`src/rtl/baccarat_round_ctrl.sv`:
```
// Baccarat round sequencer: four initial deals, third-card rules, settlement, result hold and lockout.
// Optional completed-round counter is compiled in when ROUND_COUNT_EN is defined.
module baccarat_round_ctrl #(
  parameter int BAL_W       = 8,
  parameter int HOLD_CYCLES = 2,
  parameter int RND_W       = 8
) (
  input  logic             slow_clock,
  input  logic             resetb,
  input  logic             start,
  input  logic             card_valid,
  input  logic [3:0]       pscore,
  input  logic [3:0]       dscore,
  input  logic [3:0]       pcard3,
  input  logic [BAL_W-1:0] balance,
  output logic             load_pcard1,
  output logic             load_pcard2,
  output logic             load_pcard3,
  output logic             load_dcard1,
  output logic             load_dcard2,
  output logic             load_dcard3,
  output logic             player_win_light,
  output logic             dealer_win_light,
  output logic             betenabled,
  output logic             updatebalanceenable,
  output logic             busy
`ifdef ROUND_COUNT_EN
  ,
  output logic [RND_W-1:0] round_count
`endif
);

  typedef enum logic [3:0] {
    S_IDLE, S_P1, S_D1, S_P2, S_D2, S_CHECK,
    S_P3, S_DEC3, S_D3, S_SETTLE, S_HOLD, S_BROKE
  } state_t;

  localparam int HC_W = (HOLD_CYCLES > 1) ? $clog2(HOLD_CYCLES) : 1;
  localparam logic [HC_W-1:0] HOLD_LOAD = HC_W'(HOLD_CYCLES - 1);

  state_t          state_q, state_d;
  logic [HC_W-1:0] hold_q, hold_d;
  logic            plight_q, plight_d;
  logic            dlight_q, dlight_d;
  logic            dealer_draw;

  // Banker tableau once the player's third card is known.
  always_comb begin
    dealer_draw = 1'b0;
    if (pcard3 == 4'd9)
      dealer_draw = (dscore <= 4'd3);
    else if (pcard3 == 4'd8)
      dealer_draw = (dscore <= 4'd2);
    else if (pcard3 <= 4'd7)
      dealer_draw = (dscore <= ({1'b0, pcard3[3:1]} + 4'd3));
  end

  always_ff @(posedge slow_clock or negedge resetb) begin
    if (!resetb) begin
      state_q  <= S_IDLE;
      hold_q   <= '0;
      plight_q <= 1'b0;
      dlight_q <= 1'b0;
    end else begin
      state_q  <= state_d;
      hold_q   <= hold_d;
      plight_q <= plight_d;
      dlight_q <= dlight_d;
    end
  end

  always_comb begin
    state_d             = state_q;
    hold_d              = hold_q;
    plight_d            = plight_q;
    dlight_d            = dlight_q;
    load_pcard1         = 1'b0;
    load_pcard2         = 1'b0;
    load_pcard3         = 1'b0;
    load_dcard1         = 1'b0;
    load_dcard2         = 1'b0;
    load_dcard3         = 1'b0;
    betenabled          = 1'b0;
    updatebalanceenable = 1'b0;
    busy                = 1'b1;
    case (state_q)
      S_IDLE: begin
        busy       = 1'b0;
        betenabled = 1'b1;
        if (start) begin
          state_d  = S_P1;
          plight_d = 1'b0;
          dlight_d = 1'b0;
        end
      end
      S_P1: begin
        load_pcard1 = card_valid;
        if (card_valid) state_d = S_D1;
      end
      S_D1: begin
        load_dcard1 = card_valid;
        if (card_valid) state_d = S_P2;
      end
      S_P2: begin
        load_pcard2 = card_valid;
        if (card_valid) state_d = S_D2;
      end
      S_D2: begin
        load_dcard2 = card_valid;
        if (card_valid) state_d = S_CHECK;
      end
      S_CHECK: begin
        if (pscore >= 4'd8 || dscore >= 4'd8) state_d = S_SETTLE;
        else if (pscore <= 4'd5)              state_d = S_P3;
        else if (dscore <= 4'd5)              state_d = S_D3;
        else                                  state_d = S_SETTLE;
      end
      S_P3: begin
        load_pcard3 = card_valid;
        if (card_valid) state_d = S_DEC3;
      end
      S_DEC3: begin
        state_d = dealer_draw ? S_D3 : S_SETTLE;
      end
      S_D3: begin
        load_dcard3 = card_valid;
        if (card_valid) state_d = S_SETTLE;
      end
      S_SETTLE: begin
        // Tie lights both lamps.
        updatebalanceenable = 1'b1;
        plight_d            = (pscore >= dscore);
        dlight_d            = (dscore >= pscore);
        hold_d              = HOLD_LOAD;
        state_d             = S_HOLD;
      end
      S_HOLD: begin
        if (hold_q == '0) state_d = (balance == '0) ? S_BROKE : S_IDLE;
        else              hold_d  = hold_q - HC_W'(1);
      end
      S_BROKE: begin
        busy = 1'b0;
      end
      default: state_d = S_IDLE;
    endcase
  end

  assign player_win_light = plight_q;
  assign dealer_win_light = dlight_q;

`ifdef ROUND_COUNT_EN
  logic [RND_W-1:0] rnd_q, rnd_d;

  always_comb begin
    rnd_d = rnd_q;
    if (state_q == S_SETTLE && rnd_q != '1) rnd_d = rnd_q + RND_W'(1);
  end

  always_ff @(posedge slow_clock or negedge resetb) begin
    if (!resetb) rnd_q <= '0;
    else         rnd_q <= rnd_d;
  end

  assign round_count = rnd_q;
`else
  if (RND_W < 1) begin : g_no_round_count
  end
`endif

endmodule

```
`config.mk`:
```
export PLATFORM = sky130hd
export DESIGN_NAME = baccarat_round_ctrl
export DESIGN_NICKNAME = d
export VERILOG_FILES = /design/src/rtl/baccarat_round_ctrl.sv
export SDC_FILE = /design/constraint.sdc
export NUM_CORES = 1
export LEC_CHECK = 0
export ABC_AREA = 1
export BUFFER_PORTS_ARGS = -buffer_cell sky130_fd_sc_hd__buf_2
export CORE_MARGIN = 1.5
export CORE_UTILIZATION = 52
export CTS_CLUSTER_SIZE = 10
export DETAILED_ROUTE_END_ITERATION = 7
export MAX_ROUTING_LAYER = met4
export PLACE_DENSITY = 0.84
export SLEW_MARGIN = 20
export SYNTH_ARGS = -nofsm -noshare
export SYNTH_HDL_FRONTEND = slang
export SYNTH_SLANG_ARGS = --single-unit
```
`constraint.sdc`:
```
create_clock -name slow_clock -period 2.6 [get_ports slow_clock]
set_input_delay 0.26 -clock slow_clock [delete_from_list [all_inputs] [get_ports slow_clock]]
set_output_delay 0.26 -clock slow_clock [all_outputs]
set_load 0.1 [all_outputs]
```
Word level (Yosys, flattened, before mapping)
Cells that the tools add are included.
Word-level totals
  flip-flop bits (word level): 7
  bits of input ports: 24
  word-level logic and storage cells: 77
Operators by class
  add/subtract/negate cells: 2
  $lt $le $gt $ge: 10
  equality and inequality tests: 21
  mux-type cells: 31
  bitwise gates (word level): 1
  reduce and logical (&&, ||, !) cells: 8
Operators with widths (count)
  case mux 4 bit (12 select lines): 1
  2-to-1 mux 4 bit: 11
  equality test 4 bit, second input constant: 6
  equality test 4 x 3 -> 1 bit, second input constant: 4
  2-to-1 mux 1 bit: 16
  inequality test 2 bit, second input constant: 8
  less-or-equal comparator 4 x 3 -> 1 bit, second input constant: 3
  AND reduction 9 bit: 1
  equality test 4 x 2 -> 1 bit, second input constant: 2
  greater-or-equal comparator 4 bit: 2
  greater-or-equal comparator 4 bit, second input constant: 2
  less-or-equal comparator 4 x 2 -> 1 bit, second input constant: 2
  logical NOT 8 bit: 1
  case mux 1 bit (2 select lines): 3
  adder 3 x 2 -> 4 bit, second input constant: 1
  equality test 4 x 1 -> 1 bit, second input constant: 1
  less-or-equal comparator 4 bit: 1
  logical NOT 4 bit: 1
  nonzero test 2 bit: 2
  AND reduction 2 bit: 1
  OR reduction 2 bit: 1
  logical OR 1 bit: 1
  inverter 1 bit: 1
  subtractor 1 bit, second input constant: 1

Depth between registers and ports, before layout
Gate-level depths: netlist (run 1).
  depth in word-level cells: 7
  depth in mapped cells: 14
  mapped depth without buffers: 14

Worst setup path before layout (run 1)
No wires, ideal clock.
  kind: reg2out
  start point: register state_q[0]
  end point: output port load_dcard2
  data arrival time: 2.720 ns
  path slack: -0.380 ns
  stages on the path, launching flop included: 4
  path buffers: 0
  cell sequence: dfrtp_1 > nor2_2 > inv_1 > nor3_1
Between the ends
  word-level cells in the longest chain between the ends: 2
Ends and longest elaborated chain
  start, declared: RTL line 41  | state_t state_q, state_d;
  start signal, assigned: RTL line 65  | state_q <= state_d;
  equality test 4 x 3 -> 1 bit: RTL line 86  | case (state_q)
  2-to-1 mux 1 bit: RTL line 86
  end, declared: RTL line 20  | output logic load_dcard2,
No other way between the ends.

Final worst setup path (run 1)
  start point: register state_q[3]
  end point: output port load_dcard3
Between the ends
  word-level cells in the longest chain between the ends: 2
Ends and longest elaborated chain
  equality test 4 bit: RTL line 86
  2-to-1 mux 1 bit: RTL line 86
  end, declared: RTL line 21  | output logic load_dcard3,
No other way between the ends.

==> results of run 1 <==
## worst max-delay path: stages, from the launching register on
cell and delay, ns:
dfrtp_1 0.44, inv_2 0.08, nor2_2 0.22, nand2_1 0.12
nor2_1 0.09, buf_2 0.43
## per-stage QoR
stage          hold WS [ns]  worst slack (ns)  instances    util
2_1_floorplan      -0.03559            0.3425        156       -
3_3_place_gp        0.09278            0.9545        214  0.6637
3_5_place_dp        0.09783            0.9168        214  0.6637
4_1_cts              0.3510            0.7176        219  0.6857
5_1_grt              0.3585            0.5687        219  0.6857
6_report             0.3517            0.7011        219  0.6857
## layer usage
layer  vias up  track usage  wire length, um
met5         -            -                0
met4         0      0.07059               33
met3         4      0.04800               77
met2        34       0.4371             1131
met1       485       0.2878              941
li1        565            -                -
## area by class of cell
class / instances / area (um^2)
multi-input cells: 127 / 676.9
fillers: 168 / 536.8
repair buffers: 35 / 180.2
flip-flops and latches: 7 / 175.2
inverters: 21 / 80.08
well taps: 25 / 31.28
clock buffers: 3 / 22.52
clock inverters: 1 / 5.005
## logic make-up (layout without fill, tap and decap cells)
| group | count (synthesis) | after routing | synth area share |
|---|---|---|---|
| buffers and inverters | 22 | 60 | 0.09163 |
| AO/OA/AOI/OAI | 11 | 11 | 0.06469 |
| adder cells (fa/ha/maj) | 9 | 9 | 0.1213 |
| flip-flops | 7 | 7 | 0.1887 |
| AND/OR/NAND/NOR | 106 | 106 | 0.5243 |
| XOR/XNOR | 1 | 1 | 0.009436 |
## worst paths after layout
kind	endpoint	slack, ns	cells after the start
setup / recovery	load_dcard3	0.70	5
hold / removal	player_win_light	0.35	4
setup reg to reg	state_q[1]	1.22	8
hold reg to reg	player_win_light	0.51	2
max in group asynchronous	state_q[1]	2.08	2
min in group asynchronous	dealer_win_light	0.37	2
## placed cells by master, fill, tap and decap left out, types with 3 or more instances in the layout
cell type  instances
nor2_4             3
nor2_1            20
a21oi_1            3
nor2_2             7
nand2_2            5
nand3_1           13
dfrtp_1            7
nand2_1           53
buf_2             34
inv_2              3
inv_1             17
o21ai_0            3
ha_1               9
clkbuf_4           3
## registers in the layout, summed over array words and instances (netlist names)
name	count
state_q	4
dealer_win_light	1
hold_q	1
player_win_light	1
## cell usage after synthesis (all sizes together)
library cell	instances	area [um^2]
a21boi	1	7.510
a21oi	4	20.02
a22oi	1	7.510
buf	1	5.000
clkinv	1	5.000
dfrtp	7	175.2
ha	9	112.6
inv	20	75.07
nand2	58	230.2
nand3	13	65.06
nand3b	1	11.26
nand4	1	6.260
nor2	30	152.6
nor3	2	15.01
o21ai	5	25.02
or2	1	6.260
xor2	1	8.760
## power by group
part	leakage [nW]	internal [W]	switching, W
combinational	0.600	0.000219	0.000700
clock	0.0177	0.0000564	0.0000444
sequential	0.0890	0.000156	0.0000532
## what timing repair did
action / CTS / global route
setup endpoints to repair: 0 / 0
endpoints found under the hold margin: 7 / 0
buffers inserted: 0 / 0
hold buffers: 1 / 0
==> impl_metrics.env, run 1 <==
export IMPL_cts_max_level=1
export IMPL_worst_endpoint_required_ns=2.34
export IMPL_io_pin_count=35
export IMPL_clk_pin_slew_ns=0.06
export IMPL_gp_congestion=0.9102
export IMPL_drive_gt1_frac=0.3196
export IMPL_totalPowerFinal_w=0.001229
export IMPL_die_w_um=45.26
export IMPL_tightest_slew_ns=0.4879
export IMPL_end_kind="output port"
export IMPL_routedWlPerCell_um=9.973
export IMPL_dp_hpwl_um=1906
export IMPL_ys_types=23
export IMPL_core_mm2=0.001708
export IMPL_drt_iter0_markers=9
export IMPL_initial_core_util=0.5436
export IMPL_relSlewSlack=0.6770
export IMPL_crit_arrival_ns=1.64
export IMPL_drt_pre_antenna_iters=6
export IMPL_min_from="start"
export IMPL_dpl_cell_area_mm2=0.001134
export IMPL_drc=0
export IMPL_nNetsFinal=228
export IMPL_cp_startpoint="state_q[3]"
export IMPL_clock_sinks=7
export IMPL_placementRows=15
export IMPL_grt_pass1_wl_um=3753
export IMPL_slew_viol_final=0
export IMPL_max_freq_ghz=0.5266
export IMPL_die_area_mm2=0.002048
export IMPL_finalHoldViolCount=0
export IMPL_post_route_period_util=0.7303
export IMPL_postSynthAreaPerCell_um2=5.951
export IMPL_insertion_delay_ns=0.26
export IMPL_power_leakage_nw=0.7066
export IMPL_ant_nets=0
export IMPL_grt_pass1_vias=982
export IMPL_postSynthCellCount=156
export IMPL_path_class="reg2out"
export IMPL_max_cap_viol_count=0
export IMPL_grt_start_max_net_pins=13
export IMPL_area_growth_syn_to_layout_pct=26.15
export IMPL_finalSetupViolCount=0
export IMPL_synth_area_um2=928.4
export IMPL_hp_class="in2reg"
export IMPL_synth_seq_cells=7
export IMPL_vias=1088
export IMPL_viasPerCell=4.968
export IMPL_fin_setup_tns_ns=0
export IMPL_synth_seq_area_share=0.1887
export IMPL_clk_path_buf_depth=2
export IMPL_cts_tree="built"
export IMPL_numCtsBuffers=3
export IMPL_clock_skew_ns=0.004223
export IMPL_stdcell_area_mm2=0.001171
export IMPL_finalWirelength_um=2184
export IMPL_clock_root_buffer="clkbuf_4"
export IMPL_crit_path_start_kind="flip-flop"
export IMPL_synth_warnings=0
export IMPL_reg2reg_from="state_q[3]"
export IMPL_power_per_cell_area_mw_per_mm2=1050
export IMPL_synth_nets=189
export IMPL_cts_resized=0
export IMPL_globalRoute_totalOverflow=0
export IMPL_period_minus_slack_ns=1.899
export IMPL_die_h_um=45.26
export IMPL_io_buffers=34
export IMPL_crit_fanout=6
export IMPL_status="finished clean"
export IMPL_track_usage=0.2500
export IMPL_grt_setup_unrepaired="no"
export IMPL_diodes=0
export IMPL_antenna_found_initial=0
export IMPL_max_vdd_ir_drop_mv=0.6259
Power figures use the tool's default switching activity.
==> inputs of run 2 (changes only) <==
--- a/config.mk
+++ b/config.mk
@@ -5,14 +5,14 @@
 export SDC_FILE = /design/constraint.sdc
 export NUM_CORES = 1
 export LEC_CHECK = 0
-export ABC_AREA = 1
+export ABC_AREA = 0
 export BUFFER_PORTS_ARGS = -buffer_cell sky130_fd_sc_hd__buf_2
 export CORE_MARGIN = 1.5
-export CORE_UTILIZATION = 52
+export CORE_UTILIZATION = 48
 export CTS_CLUSTER_SIZE = 10
 export DETAILED_ROUTE_END_ITERATION = 7
 export MAX_ROUTING_LAYER = met4
-export PLACE_DENSITY = 0.84
+export PLACE_DENSITY = 0.79
 export SLEW_MARGIN = 20
 export SYNTH_ARGS = -nofsm -noshare
 export SYNTH_HDL_FRONTEND = slang
==> constraint.sdc (replaced) <==
create_clock -name slow_clock -period 1.75 [get_ports slow_clock]
set_input_delay 0.175 -clock slow_clock [delete_from_list [all_inputs] [get_ports slow_clock]]
set_output_delay 0.175 -clock slow_clock [all_outputs]
set_load 0.1 [all_outputs]
==> run 2 against run 1 <==
Net effect: via count down 6.6%; setup slack worse by 0.65 ns; hold slack worse by 0.082 ns; sequential power up 63%; final cell count down 15%; routed wire length up 10%; synthesized area down 6.3%; design area up 19%; global-route usage up 0.36 points; clock power up 53%; sequential share of layout area down 2.2 points; critical path type unchanged; largest power group unchanged; highest routed layer unchanged.
==> impl_metrics.env, run 2 <==
export IMPL_status="finished clean"
export IMPL_dp_hpwl_um=1909
export IMPL_period_minus_slack_ns=1.695
export IMPL_hp_class="in2async"
export IMPL_clk_pin_slew_ns=0.06
export IMPL_end_kind="output port"
export IMPL_cp_slowest_stage_delay_ns=0.46
export IMPL_synth_edff_count=0
export IMPL_ant_nets=0
export IMPL_max_cap_viol_count=0
export IMPL_die_area_mm2=0.002076
export IMPL_drc=0
export IMPL_antenna_found_initial=0
export IMPL_tightest_slew_ns=0.4923
export IMPL_rrSetupSlack_ns=0.13
export IMPL_dp_slack_ns=-0.1400
export IMPL_synth_area_um2=869.6
export IMPL_power_leakage_nw=0.6287
export IMPL_grt_start_max_net_pins=13
export IMPL_stdcell_area_mm2=0.001390
export IMPL_finalHoldViolCount=0
export IMPL_grt_pass1_wl_um=3739
export IMPL_drt_pre_antenna_iters=4
export IMPL_numCtsBuffers=3
export IMPL_synth_commonest_cells="nor2_1 (11), a21oi_1 (10), ha_1 (9)"
export IMPL_reg2reg_depth=4
export IMPL_regToRegEndpoint="state_q[1]"
export IMPL_io_buffers=34
export IMPL_fill_cells=110
export IMPL_power_per_cell_area_mw_per_mm2=1711
export IMPL_max_vdd_ir_drop_mv=1.348
export IMPL_path_class="reg2out"
export IMPL_finalWirelength_um=2412
export IMPL_clock_sinks=7
export IMPL_grt_pass1_vias=933
export IMPL_finalSetupViolCount=0
export IMPL_dp_cells=179
export IMPL_routedWlPerCell_um=12.97
export IMPL_synth_seq_area_share=0.2014
export IMPL_dpl_cell_area_mm2=0.001324
export IMPL_synthArstFlopShare=1.000
export IMPL_track_usage=0.2536
export IMPL_worst_endpoint_required_ns=1.57
export IMPL_fin_setup_tns_ns=0
export IMPL_final_common_cell="buf_2"
export IMPL_largest_register="state_q"
export IMPL_max_freq_ghz=0.5901
export IMPL_initial_core_util=0.5092
export IMPL_cts_max_level=1
export IMPL_mostFrequentLayoutCells="buf_2 (25), buf_4 (13), a21oi_1 (10)"
export IMPL_drive_gt1_frac=0.4410
export IMPL_ys_types=38
export IMPL_yosys_area_top_type="dfrtp_1"
export IMPL_vias=1016
export IMPL_clock_root_buffer="clkbuf_4"
export IMPL_nNetsFinal=195
export IMPL_relSlewSlack=0.6740
export IMPL_diodes=0
export IMPL_cp_cell_sequence="buf_4, nand2b_2, nor3_4, buf_12"
export IMPL_core_mm2=0.001708
export IMPL_postSynthCellCount=116
export IMPL_synthTopCellsByArea="dfrtp_1 (20%), ha_1 (13%), a21oi_1 (5.8%), nor2_1 (4.7%), o21ai_0 (4.6%)"
export IMPL_post_route_period_util=0.9684
export IMPL_placementRows=15
export IMPL_crit_fanout=9
export IMPL_die_h_um=45.57
export IMPL_area_growth_syn_to_layout_pct=59.86
export IMPL_slew_viol_final=0
export IMPL_insertion_delay_ns=0.26
export IMPL_clk_path_buf_depth=2
export IMPL_synth_seq_cells=7
export IMPL_io_pin_count=35
export IMPL_largest_reg_flops=4
export IMPL_crit_family="flip-flops"
export IMPL_postSynthAreaPerCell_um2=7.496
export IMPL_drt_iter0_markers=26
export IMPL_synth_ff_type="dfrtp_1"
export IMPL_viasPerCell=5.462
export IMPL_die_w_um=45.57
export IMPL_cts_tree="built"
export IMPL_crit_arrival_ns=1.52
export IMPL_globalRoute_totalOverflow=0
export IMPL_grt_setup_unrepaired="no"
export IMPL_yosys_area_top_type_share=0.2014
export IMPL_crit_path_start_kind="flip-flop"
export IMPL_fin_cells=186
export IMPL_yosysMostFrequentCell="nor2_1"
export IMPL_path_buf_inv=2
export IMPL_gp_congestion=0.9121
export IMPL_clock_skew_ns=0.007561
export IMPL_cpMaxStageDelayCell="dfrtp_2"
export IMPL_synth_warnings=0
export IMPL_worst_slack_ns=0.05538
export IMPL_final_util=0.8139
export IMPL_synth_nets=149
export IMPL_reg2reg_from="state_q[1]"
==> run 2: cell types whose count changed after synthesis, moves of 4 or more <==
cell	change
nand2_1	-45
nand3_1	-11
inv_1	-10
nor2_1	-9
nor2_2	-7
a21oi_1	+6
nand2_2	-5
nor4_1	+5
o21ai_0	+5
nand2b_1	+4
nor2b_1	+4
==> run 2: cell type report <==
type | count | area, um^2 | share of cell area
tap | 25 | 31.28 | 0.02250
inverter | 7 | 26.28 | 0.01890
multi-input combinational | 95 | 724.4 | 0.5212
sequential | 7 | 177.7 | 0.1278
timing repair buffer | 48 | 404.1 | 0.2907
clock buffer | 4 | 26.28 | 0.01890
==> run 2: through the flow <==
step	total power, W	hold slack, ns
finish	0.002378	0.2693
global route	0.002506	0.3063
global placement	0.002101	0.01023
floorplan	0.001678	-0.1206
CTS	0.002317	0.2653
detailed placement	0.002127	0.01508
==> run 2: metal layers <==
| metal | routed length [um] | track usage |
|---|---|---|
| met3 | 92 | 0.01587 |
| met5 | 0 | - |
| met4 | 29 | 0.1059 |
| met1 | 1043 | 0.3195 |
| met2 | 1245 | 0.4169 |
==> run 2: what timing repair did <==
item	in CTS	in global routing
pin swaps	0	0
buffers inserted	0	2
hold endpoints to repair	7	0
gates resized for setup	3	3
hold buffers	1	0
setup endpoints to repair	3	4
==> run 2: cell families after synthesis <==
family	Yosys count	share of synthesized area
compound gates	39	0.3036
fa+ha+maj	9	0.1295
flops	7	0.2014
simple gates	46	0.2777
buf+inv	14	0.07770
xor+xnor	1	0.01007
==> run 2: worst max-delay path by stage <==
stage,end,start,cells past startpoint
after floorplan,player_win_light,state_q[1],5
after global placement,state_q[0],pcard3[2],9
after detailed placement,state_q[0],pcard3[1],9
after CTS,updatebalanceenable,state_q[1],3
after global routing,load_pcard3,state_q[1],4
final,load_pcard3,state_q[0],4
==> run 2: power by group <==
part	internal, W	total, W	switching, W	leakage [nW]
registers	0.000234	0.000340	0.000105	0.0887
clock network	0.0000875	0.000155	0.0000678	0.0150
logic	0.000709	0.00188	0.00117	0.525
total	0.00103	0.00238	0.00135	0.629
==> inputs of run 3 (changes only) <==
--- a/config.mk
+++ b/config.mk
@@ -8,11 +8,10 @@
 export ABC_AREA = 0
 export BUFFER_PORTS_ARGS = -buffer_cell sky130_fd_sc_hd__buf_2
 export CORE_MARGIN = 1.5
-export CORE_UTILIZATION = 48
+export CORE_UTILIZATION = 30
 export CTS_CLUSTER_SIZE = 10
 export DETAILED_ROUTE_END_ITERATION = 7
 export MAX_ROUTING_LAYER = met4
-export PLACE_DENSITY = 0.79
 export SLEW_MARGIN = 20
 export SYNTH_ARGS = -nofsm -noshare
 export SYNTH_HDL_FRONTEND = slang
==> run 3 against run 2 <==
Net effect: global-route usage down 8.5 points; sequential cell count unchanged; clock skew is 0.0027 ns lower; core utilization decreased by 30 points; maximum frequency is 0.44% higher; routed wire length is 7.4% higher; total power grew 1.2%; sequential share of layout area down 0.20 points; combinational power grew 2%; die area grew 56%; setup slack improved by 0.0073 ns; clock power about the same; critical endpoint is now busy; largest power group unchanged.
==> impl_metrics.env, run 3 (synthesis results as in run 2) <==
export IMPL_placementRows=19
export IMPL_power_frac_seq=0.140
export IMPL_crit_fanout=13
export IMPL_post_route_period_util=0.9642
export IMPL_final_util=0.5159
export IMPL_clk_path_buf_depth=2
export IMPL_intPower_w=0.001043
export IMPL_fin_cells=196
export IMPL_finalHoldViolCount=0
export IMPL_period_minus_slack_ns=1.687
export IMPL_grt_setup_unrepaired="no"
export IMPL_max_freq_ghz=0.5927
export IMPL_relSlewSlack=0.6805
export IMPL_die_area_mm2=0.003231
export IMPL_globalRoute_totalOverflow=0
export IMPL_p_clk_frac=0.063
export IMPL_antenna_found_initial=0
export IMPL_worst_endpoint_required_ns=1.57
export IMPL_io_buffers=34
export IMPL_switchingPower_w=0.001363
export IMPL_routedWlPerCell_um=13.22
export IMPL_worst_slack_ns=0.06273
export IMPL_die_h_um=56.84
export IMPL_clock_skew_ns=0.004850
export IMPL_area_growth_syn_to_layout_pct=63.60
export IMPL_grt_start_max_net_pins=14
export IMPL_path_class="reg2out"
export IMPL_crit_arrival_ns=1.51
export IMPL_drt_iter0_markers=15
export IMPL_rrSetupSlack_ns=0.19
export IMPL_status="finished clean"
export IMPL_multiInputGateArea_um2=720.7
export IMPL_whs_ns=0.2775
export IMPL_largest_reg_flops=4
export IMPL_dp_hpwl_um=2093
export IMPL_fill_cells=276
export IMPL_track_usage=0.1683
export IMPL_reg2reg_depth=5
export IMPL_seq_area_um2=178.9
export IMPL_finalSetupViolCount=0
export IMPL_power_per_cell_area_mw_per_mm2=1691
export IMPL_largest_register="state_q"
export IMPL_regToRegEndpoint="state_q[3]"
export IMPL_ant_nets=0
export IMPL_mostFrequentLayoutCells="buf_2 (25), buf_4 (17), a21oi_1 (10)"
export IMPL_grt_pass1_vias=1000
export IMPL_viasPerCell=5.265
export IMPL_die_w_um=56.84
export IMPL_reg2reg_from="state_q[3]"
export IMPL_nNetsFinal=199
export IMPL_insertion_delay_ns=0.26
export IMPL_crit_path_start_kind="flip-flop"
export IMPL_tightest_slew_ns=0.4826
export IMPL_dp_cells=188
export IMPL_clk_pin_slew_ns=0.06
export IMPL_max_cap_viol_count=0
export IMPL_hp_class="in2async"
export IMPL_drc=0
export IMPL_cp_slowest_stage_delay_ns=0.49
export IMPL_cp_cell_sequence="or3_1, a21o_1, clkbuf_4"
export IMPL_drt_pre_antenna_iters=4
export IMPL_io_pin_count=35
export IMPL_diodes=0
export IMPL_end_kind="output port"
export IMPL_cp_startpoint="state_q[3]"
export IMPL_drive_gt1_frac=0.4606
export IMPL_grt_pass1_wl_um=4264
export IMPL_totalPowerFinal_w=0.002406
export IMPL_core_mm2=0.002758
export IMPL_clock_root_buffer="clkbuf_4"
export IMPL_vias=1032
export IMPL_final_common_cell="buf_2"
export IMPL_dp_slack_ns=-0.1548
export IMPL_cts_max_level=1
export IMPL_clock_sinks=7
export IMPL_max_vdd_ir_drop_mv=1.485
export IMPL_initial_core_util=0.3153
export IMPL_cts_tree="built"
export IMPL_numCtsBuffers=3
export IMPL_finalWirelength_um=2591
export IMPL_power_leakage_nw=0.6479
export IMPL_combPwrFrac=0.797
export IMPL_slew_viol_final=0
export IMPL_cpMaxStageDelayCell="dfrtp_2"
export IMPL_switching_share=0.5664
export IMPL_gp_congestion=0.8962
[run 3: cell types whose count changed in the layout (fill, tap and decap cells not counted)]
| cell | change |
|---|---|
| clkbuf_1 | -1 |
| or2b_4 | -1 |
| dfrtp_2 | +1 |
| dfrtp_1 | -1 |
| or2b_1 | +1 |
| clkbuf_4 | +1 |
| buf_6 | -1 |
| buf_4 | +4 |
| clkinv_2 | +1 |
[run 3: power by group through the flow]
stage               sequential (W)  clock, W  combinational, W
finish                    0.000337  0.000152           0.00192
CTS                       0.000344  0.000158           0.00186
global route              0.000353  0.000173           0.00202
detailed placement        0.000340         0           0.00185
floorplan                 0.000388         0           0.00129
global placement          0.000339         0           0.00181
[run 3: repair_timing]
action                                  4_1_cts  5_1_grt
hold endpoints to repair                      7        0
endpoints found under the setup margin        2        5
gates resized for setup                       2        3
hold buffers                                  1        0
setup buffers                                 0        3
[run 3: metal layers]
metal,vias up,track usage,routed length (um)
met5,-,-,0
met4,0,0.02658,7
met3,2,0.04147,78
met2,20,0.3106,1362
met1,485,0.1851,1143
li1,525,-,-
[run 3: worst max path at each step]
stage	to	slack (ns)	cells after the start
CTS	busy	0.04	3
floorplan	player_win_light	-0.44	5
finish	busy	0.06	3
detailed placement	state_q[0]	-0.15	9
global route	updatebalanceenable	0.004	3
global placement	state_q[0]	-0.09	9
[run 3: critical path, delay by kind of cell (launching register included)]
family	cells	cell delay (ns)
compound gates	1	0.16
flops	1	0.49
simple gates	1	0.33
buf+inv	1	0.27
[run 3: area by class of cell]
| type | instances | area share |
|---|---|---|
| Clock buffer | 3 | 0.01583 |
| Clock inverter | 1 | 0.003518 |
| Timing Repair Buffer | 52 | 0.3026 |
| Tap cell | 31 | 0.02726 |
| Multi-Input combinational cell | 95 | 0.5066 |
| Sequential cell | 7 | 0.1258 |
| Inverter | 7 | 0.01847 |
[run 3: through the flow]
stage	setup TNS [ns]	area, um^2
5_1_grt	0	1423
4_1_cts	0	1394
3_3_place_gp	-0.09156	1354
3_5_place_dp	-0.1548	1354
6_report	0	1423
2_1_floorplan	-0.8764	967.2
